[src/rtl/frame_arb_pkg.sv]
// Shared types and helpers for the frame-granular round-robin arbiter.
// Latency: n/a (types and a combinational search function only).
// Backpressure: n/a.
package frame_arb_pkg;

    // Upper bound on requesters the status source field can encode.
    localparam int unsigned MAX_SRC_W = 4;
    localparam int unsigned MAX_REQ   = 1 << MAX_SRC_W;

    typedef enum logic {
        IDLE  = 1'b0,
        GRANT = 1'b1
    } arb_state_t;

    // Status travelling alongside each data beat through the output pipe.
    typedef struct packed {
        logic                 valid;
        logic                 last;
        logic                 err;
        logic [MAX_SRC_W-1:0] src;
    } arb_status_t;

    // Round-robin search: first index with req set, starting at last+1 (mod n).
    // Result MSB is the hit flag, low bits are the chosen index.
    function automatic logic [MAX_SRC_W:0] rr_pick(
        input logic [MAX_REQ-1:0]   req,
        input logic [MAX_SRC_W-1:0] last,
        input int unsigned          n
    );
        logic [MAX_SRC_W:0] res;
        int unsigned        base;
        int unsigned        idx;
        res  = '0;
        base = 32'(last);
        for (int unsigned k = 1; k <= MAX_REQ; k++) begin
            if (k <= n && !res[MAX_SRC_W]) begin
                idx = (base + k) % n;
                if (req[idx[MAX_SRC_W-1:0]]) begin
                    res = {1'b1, idx[MAX_SRC_W-1:0]};
                end
            end
        end
        return res;
    endfunction

endpackage

[src/rtl/data_status_pipeline.sv]
// Register pipeline carrying a data word plus a status word side by side.
// Latency: DEPTH cycles from input to output.
// Backpressure: none; every cycle advances, status stages reset to zero, data is not reset.
module data_status_pipeline #(
    parameter int unsigned DATA_W   = 8,
    parameter int unsigned STATUS_W = 1,
    parameter int unsigned DEPTH    = 1
) (
    input  logic                clk,
    input  logic                rst,
    input  logic [DATA_W-1:0]   data_i,
    input  logic [STATUS_W-1:0] status_i,
    output logic [DATA_W-1:0]   data_o,
    output logic [STATUS_W-1:0] status_o
);

    logic [DATA_W-1:0]   data_d   [DEPTH];
    logic [DATA_W-1:0]   data_q   [DEPTH];
    logic [STATUS_W-1:0] status_d [DEPTH];
    logic [STATUS_W-1:0] status_q [DEPTH];

    // Each stage takes the previous stage; stage 0 takes the inputs.
    always_comb begin
        data_d[0]   = data_i;
        status_d[0] = status_i;
        for (int i = 1; i < DEPTH; i++) begin
            data_d[i]   = data_q[i-1];
            status_d[i] = status_q[i-1];
        end
    end

    // Data stages are free-running; their value only matters alongside valid status.
    always_ff @(posedge clk) begin
        for (int i = 0; i < DEPTH; i++) begin
            data_q[i] <= data_d[i];
        end
    end

    // Status stages flush on reset so no stale beat escapes.
    always_ff @(posedge clk) begin
        for (int i = 0; i < DEPTH; i++) begin
            if (rst) begin
                status_q[i] <= '0;
            end else begin
                status_q[i] <= status_d[i];
            end
        end
    end

    assign data_o   = data_q[DEPTH-1];
    assign status_o = status_q[DEPTH-1];

endmodule

[src/rtl/frame_rr_arbiter.sv]
// Frame-granular round-robin arbiter: locks on one requester from first beat to last beat.
// Latency: beat appears PIPE_DEPTH cycles after acceptance; one idle bubble between frames.
// Backpressure: req_ready_o is one-hot on the granted requester in GRANT, zero in IDLE.
// Optional FRAME_ARB_TIMEOUT_EN: abort a frame with an err beat after TIMEOUT_CYCLES idle beats.
module frame_rr_arbiter
    import frame_arb_pkg::*;
#(
    parameter int unsigned DATA_W         = 8,
    parameter int unsigned NUM_REQ        = 4,
    parameter int unsigned PIPE_DEPTH     = 1,
    parameter int unsigned TIMEOUT_CYCLES = 64
) (
    input  logic                        clk,
    input  logic                        rst,
    input  logic [NUM_REQ-1:0]          req_valid_i,
    input  logic [NUM_REQ*DATA_W-1:0]   req_data_i,
    input  logic [NUM_REQ-1:0]          req_last_i,
    output logic [NUM_REQ-1:0]          req_ready_o,
    output logic [DATA_W-1:0]           data_o,
    output logic                        valid_o,
    output logic                        last_o,
    output logic [$clog2(NUM_REQ)-1:0]  src_o,
    output logic                        err_o,
    output logic                        busy_o
);

    localparam int unsigned SRC_W    = $clog2(NUM_REQ);
    localparam int unsigned STATUS_W = $bits(arb_status_t);

    arb_state_t         state_q, state_d;
    logic [SRC_W-1:0]   grant_q, grant_d;
    logic [SRC_W-1:0]   last_grant_q, last_grant_d;
    logic [MAX_REQ-1:0] req_pad;
    logic [MAX_SRC_W-1:0] last_pad;
    logic [MAX_SRC_W:0] pick;
    logic               gnt_vld;
    logic               gnt_last;
    logic [DATA_W-1:0]  gnt_dat;
    logic               accept;
    logic               abort;
    arb_status_t        st_in;
    arb_status_t        st_out;

    // View of the granted requester and the round-robin candidate for IDLE.
    always_comb begin
        req_pad                   = '0;
        req_pad[NUM_REQ-1:0]      = req_valid_i;
        last_pad                  = '0;
        last_pad[SRC_W-1:0]       = last_grant_q;
        pick                      = rr_pick(req_pad, last_pad, NUM_REQ);
        gnt_vld                   = req_valid_i[grant_q];
        gnt_last                  = req_last_i[grant_q];
        gnt_dat                   = req_data_i[grant_q*DATA_W +: DATA_W];
        accept                    = (state_q == GRANT) && gnt_vld;
    end

`ifdef FRAME_ARB_TIMEOUT_EN
    localparam int unsigned TMO_W = $clog2(TIMEOUT_CYCLES + 1);

    logic [TMO_W-1:0] tmo_cnt_q, tmo_cnt_d;

    // Count stalled cycles of the owner; an accepted beat always wins over the abort.
    always_comb begin
        tmo_cnt_d = tmo_cnt_q;
        abort     = 1'b0;
        if (state_q != GRANT || accept) begin
            tmo_cnt_d = '0;
        end else if (tmo_cnt_q == TMO_W'(TIMEOUT_CYCLES)) begin
            abort     = 1'b1;
            tmo_cnt_d = '0;
        end else begin
            tmo_cnt_d = tmo_cnt_q + 1'b1;
        end
    end

    // Stall counter register.
    always_ff @(posedge clk) begin
        if (rst) begin
            tmo_cnt_q <= '0;
        end else begin
            tmo_cnt_q <= tmo_cnt_d;
        end
    end
`else
    assign abort = 1'b0;
`endif

    // Next-state: pick a winner in IDLE, hold it until its last beat (or abort).
    always_comb begin
        state_d      = state_q;
        grant_d      = grant_q;
        last_grant_d = last_grant_q;
        case (state_q)
            IDLE: begin
                if (pick[MAX_SRC_W]) begin
                    grant_d = pick[SRC_W-1:0];
                    state_d = GRANT;
                end
            end
            GRANT: begin
                if ((accept && gnt_last) || abort) begin
                    last_grant_d = grant_q;
                    state_d      = IDLE;
                end
            end
            default: state_d = IDLE;
        endcase
    end

    // Arbiter state; last_grant resets to the top index so requester 0 goes first.
    always_ff @(posedge clk) begin
        if (rst) begin
            state_q      <= IDLE;
            grant_q      <= '0;
            last_grant_q <= SRC_W'(NUM_REQ - 1);
        end else begin
            state_q      <= state_d;
            grant_q      <= grant_d;
            last_grant_q <= last_grant_d;
        end
    end

    // Status injected into the pipe; all-zero on cycles with nothing to send.
    always_comb begin
        st_in = '0;
        if (accept || abort) begin
            st_in.valid          = 1'b1;
            st_in.last           = abort ? 1'b1 : gnt_last;
            st_in.err            = abort;
            st_in.src[SRC_W-1:0] = grant_q;
        end
    end

    // Only the owner sees ready, and only while the grant is held.
    always_comb begin
        req_ready_o = '0;
        if (state_q == GRANT) begin
            req_ready_o[grant_q] = 1'b1;
        end
    end

    data_status_pipeline #(
        .DATA_W   (DATA_W),
        .STATUS_W (STATUS_W),
        .DEPTH    (PIPE_DEPTH)
    ) u_pipe (
        .clk      (clk),
        .rst      (rst),
        .data_i   (gnt_dat),
        .status_i (st_in),
        .data_o   (data_o),
        .status_o (st_out)
    );

    assign busy_o  = (state_q == GRANT);
    assign valid_o = st_out.valid;
    assign last_o  = st_out.last;
    assign src_o   = st_out.src[SRC_W-1:0];

`ifdef FRAME_ARB_TIMEOUT_EN
    assign err_o = st_out.err;
    logic unused_bits;
    assign unused_bits = ^{st_out.src >> SRC_W, pick >> SRC_W};
`else
    assign err_o = 1'b0;
    logic unused_bits;
    assign unused_bits = ^{st_out.err, st_out.src >> SRC_W, pick >> SRC_W, TIMEOUT_CYCLES};
`endif

endmodule

[config.mk]
export PLATFORM = sky130hd
export DESIGN_NAME = frame_rr_arbiter
export DESIGN_NICKNAME = d
export VERILOG_FILES = /design/src/rtl/frame_arb_pkg.sv /design/src/rtl/data_status_pipeline.sv /design/src/rtl/frame_rr_arbiter.sv
export SDC_FILE = /design/constraint.sdc
export NUM_CORES = 1
export LEC_CHECK = 0
export BUFFER_PORTS_ARGS = -buffer_cell sky130_fd_sc_hd__buf_2
export CAP_MARGIN = 20
export CORE_MARGIN = 10
export CORE_UTILIZATION = 44
export DETAILED_ROUTE_END_ITERATION = 8
export PLACE_DENSITY = 0.83
export SYNTH_ARGS = -nofsm -noshare
export SYNTH_HDL_FRONTEND = slang
export SYNTH_HIERARCHICAL = 1
export SYNTH_SLANG_ARGS = --single-unit
export TNS_END_PERCENT = 100
[constraint.sdc]
create_clock -name clk -period 2.25 [get_ports clk]
set_input_delay 0 -clock clk [delete_from_list [all_inputs] [get_ports clk]]
set_output_delay 0 -clock clk [all_outputs]
set_load 0.01 [all_outputs]
; ---- Yosys cells after proc, flatten, opt, wreduce, memory -nomap -nowiden
; Memory sizes are Yosys's and may differ from the RTL's.
; Cells that the tools add are included.
[totals]
in_bits = 42
mem_count = 2
word_cells = 55
register_bits = 5
latchBits = 0
output_inout_bits = 18
ramBits = 13
rom_bits = 0
[op_classes]
order_cmp = 6
multipliers = 0
eq_ne = 0
div = 0
n_addsub = 4
n_reduce_logical = 6
mux = 32
n_shift = 1
n_bitwise = 1
[mem_list]
columns = memory, depth, word_bits, read_ports, rd_clocked_by_memory_dff, wr, line_no
row1 = u_pipe.data_q, 1, 8, 1, 0, 1, data_status_pipeline.sv:18  ; logic [DATA_W-1:0] data_q [DEPTH];
row2 = u_pipe.status_q, 1, 5, 1, 0, 1, data_status_pipeline.sv:20  ; logic [STATUS_W-1:0] status_q [DEPTH];
[ops]
columns = op, count
row1 = $mux 5, 8
row2 = $shiftx 32x6->8, 1
row3 = $lt 2x5->1 const B, 4
row4 = $mux 1, 13
row5 = $bmux 1 s2, 6
row6 = $reduce_or 5->1, 1
row7 = $add 2x1->2 const B, 2
row8 = $add 2x2->2 const B, 2
row9 = $mux 4, 1
row10 = $reduce_and 2->1, 2
row11 = $logic_and 1x1->1, 3
row12 = $lt 2x3->1 const B, 1
row13 = $mux 3, 1
row14 = $demux 1 s2, 1
row15 = $ge 2x1->1 const B, 1
row16 = $mux 2, 1
row17 = $pmux 1 s2, 1
row18 = $not 1->1, 1

; ---- Logic depth before layout (Yosys ltp)
[depth]
ltp_word = 12
mapped_depth = 6
ltp_nobuf = 5

; ---- Hierarchy
; The synthesis kept the hierarchy.
[by_module_without_submodules]
columns = module, seq_area_each_um2, cells_each, n_inst, area_each_um2
row1 = frame_rr_arbiter, 100.1, 59, 1, 571.8
row2 = data_status_pipeline, 300.3, 22, 1, 344.1

; ---- Worst setup path after synthesis
; No wires, ideal clock.
[synth_timing]
kind = register to register
startpoint = reg grant_q[1]
endpoint = reg last_grant_q[1]
path_buffers = 1
setup_slack_ns = 0.925
setup_time_ns = 0.122
synth_period_minus_slack_ns = 1.325
required_ns = 2.128
path_stages_with_launch = 6
arrival_time_ns = 1.203
cell_sequence = dfxtp_1 -> buf_6 -> mux2i_1 -> o22ai_2 -> and2_4 -> a221o_1
[synth_between]
elab_chain_len = 5
elab_cells_between_ends = 7
classes_between = mux (4) / reduce/logical (3)
[synth_rtl]
columns = element, line_no
row1 = "start, declared", frame_rr_arbiter.sv:31  ; logic [SRC_W-1:0] grant_q, grant_d;
row2 = "start signal, assigned", frame_rr_arbiter.sv:118  ; grant_q <= grant_d;
row3 = $bmux 1 s2, frame_rr_arbiter.sv:51  ; gnt_vld = req_valid_i[grant_q];
row4 = $mux 1 (not written as such), frame_rr_arbiter.sv:51
row5 = $logic_and 1x1->1, frame_rr_arbiter.sv:54  ; accept = (state_q == GRANT) && gnt_vld;
row6 = via accept, frame_rr_arbiter.sv:39  ; logic accept;
row7 = $logic_and 1x1->1, frame_rr_arbiter.sv:101  ; if ((accept && gnt_last) || abort) begin
row8 = $reduce_and 2->1 (no line), -
row9 = "end signal, assigned", frame_rr_arbiter.sv:115  ; last_grant_q <= SRC_W'(NUM_REQ - 1);
row10 = "end signal, assigned", frame_rr_arbiter.sv:119  ; last_grant_q <= last_grant_d;
row11 = "end, declared", frame_rr_arbiter.sv:32  ; logic [SRC_W-1:0] last_grant_q, last_grant_d;
; The timed path passes the listed nets, and every way through them passes these cells. The select of a mux whose other input is x is not followed.
; A chain may end at the register's enable or synchronous reset.

; ---- Worst setup path in the final report
; Same ends and word-level chain as after synthesis.

==> flow_summary.toml <==
[detailed_routing]
viasPerCell = 5.17
drtIter0Drc = 6
drt_pass1_iterations = 4
drcViolationCount = 0
routedWlPerCell_um = 16.0
drt.antenna.violating_nets = 0
drt-total-wl_um = 2580
vias = 833

[synth]
syn_area_per_cell_um2 = 11.2
synth_area_um2 = 837
syn-instance-count = 75
ys.warnings.count = 6
synthesis.nets = 117

[clock_network]
cts_buffer_depth = 2
htreeDepth = 1
cts_tree = "built"
cts_sinks = 17
cts_setup_buffers = 0
path_clk_slew_ns = 0.09
root_buffer = "clkbuf_4"
cts-resized-gates = 0
cts_made_buffers = 3
insertion_delay_ns = 0.28
holdBufCountCts = 1

[cells_and_area]
final_nets = 179
nFillCells = 161
antennaDiodeCount = 0
final_core_util_pct = 66.9
final_cells = 161
syn_to_final_growth_pct = 41.0
drive_gt1_share_pct = 54.4

[die]
dieHeight_um = 63.6
boundaryPins = 60
start_util_pct = 47.4
die_area_um2 = 4050
die_width_um = 63.6
core_area_um2 = 1760
fp-row-count = 15

[hold_path]
hold_depth = 2
hp-class = "input port to flop"
hold_start = "req_data_i[19]"
hold_end = "u_pipe/data_q[0][3]$_DFF_P_"

[worst_setup_path]
worstPathArrival_ns = 1.77
timing_worst_setup_path_type = "flop to flop"
required_ns = 2.43
critical_path_peak_fanout = 9
r2r-start = "grant_q[1]$_SDFFE_PP0P_"
r2r_cells = 4
worstSetupStartpoint = "grant_q[1]$_SDFFE_PP0P_"
r2r-end = "last_grant_q[1]$_SDFFE_PP1P_"
end_kind = "flop"
crit_path_start_kind = "flop"
r2r_slack_ns = 0.66

[placed_design]
io_buffers = 58
dpl.hpwl_um = 2260
gp_congestion = 0.839
dp_cells = 156

[pwr]
powerDensity_nw_per_um2 = 604
vdd_drop_max_mv = 0.352
power_switching_uw = 199
combinationalPowerShare_pct = 27.9
p_sw_share_pct = 27.9
internal_power_uw = 514
total_leakage_power_uw = 0.000561
power_frac_seq_pct = 49.8
p_clk_share_pct = 22.3

[global_routing]
grtUsageTotal_pct = 13.5
antenna_found_initial = 0
gr-total-overflow = 0
grt_max_degree = 10
grt_pass1_wl_um = 4390
grt_pass1_vias = 937

[sta]
finalHoldViolCount = 0
max_freq_mhz = 628
rsz0062_at_grt = "false"
clock_skew_ns = 0.00222
drv_slew = 0
tns_ns = 0
whs_ns = 0.0201
period_minus_slack_ns = 1.59
setup-violations-final = 0
fin_crit_sh_pct = 70.8

[job]
timing.max_cap.violations = 0

[run_status]
status = "completed"
[flip-flops by register name (all words and copies together), names as in the netlist]
signal / flops
last_grant_q: 2
u_pipe/status_q: 4
busy_o: 1
u_pipe/data_q: 8
grant_q: 2
[per-layer routing]
metal	global-route usage, %	routed length, µm	up-vias	part of all wire (%)
li1	-	-	400	-
met1	13.6	1010	382	39
met2	24.4	1290	45	50
met3	4.42	214	6	8.3
met4	6.56	65	0	2.5
met5	0	0	-	0
[power by group through the flow]
stage,clock network [µW],registers (µW),logic (µW)
finish,159,355,199
global route,186,360,219
CTS,163,355,203
detailed placement,0,362,201
global placement,0,360,195
floorplan,0,368,108
[worst max path at each step]
stage | slack, ns | endpoint | cells past startpoint
final | 0.66 | last_grant_q[1]$_SDFFE_PP1P_ | 4
after CTS | 0.66 | last_grant_q[1]$_SDFFE_PP1P_ | 4
after global routing | 0.59 | last_grant_q[1]$_SDFFE_PP1P_ | 4
after detailed placement | 0.67 | last_grant_q[1]$_SDFFE_PP1P_ | 4
after floorplan | 0.92 | last_grant_q[1]$_SDFFE_PP1P_ | 5
after global placement | 0.77 | last_grant_q[1]$_SDFFE_PP1P_ | 4
[cell type report]
| class | count | area [µm²] | share of cell area, % |
|---|---|---|---|
| Multi-Input combinational cell | 49 | 448 | 38.0 |
| Sequential cell | 17 | 340 | 28.8 |
| Timing Repair Buffer | 61 | 315 | 26.7 |
| Tap cell | 25 | 31.3 | 2.65 |
| Clock buffer | 4 | 26.3 | 2.23 |
| Inverter | 5 | 18.8 | 1.59 |
[cell usage in the layout, fill, tap and decap left out, drive strengths merged]
cell type,count
and2,1
dfxtp,17
nor2,8
o31ai,1
o211ai,1
a21oi,2
mux2i,5
mux4,8
a221o,1
clkbuf,4
nand2,4
o21ai,2
o221ai,2
inv,5
a211oi,1
nor2b,5
buf,60
nand3b,1
a311oi,1
nor4,1
dlygate4sd3,1
mux2,1
conb,1
nand2b,1
o22ai,2
[per-stage QoR]
stage,setup slack [ns],total power [µW],cell area (µm²)
2_1_floorplan,0.925,476,837
3_3_place_gp,0.770,554,1140
3_5_place_dp,0.670,563,1140
4_1_cts,0.663,721,1180
5_1_grt,0.588,766,1180
6_report,0.658,712,1180
[critical path, cell delays in order, from the launching register on]
cell,delay (ns)
dfxtp_1,0.57
mux2i_1,0.33
o22ai_2,0.12
and2_4,0.18
a221o_1,0.29
No activity file was read; power rests on OpenSTA's default activity.
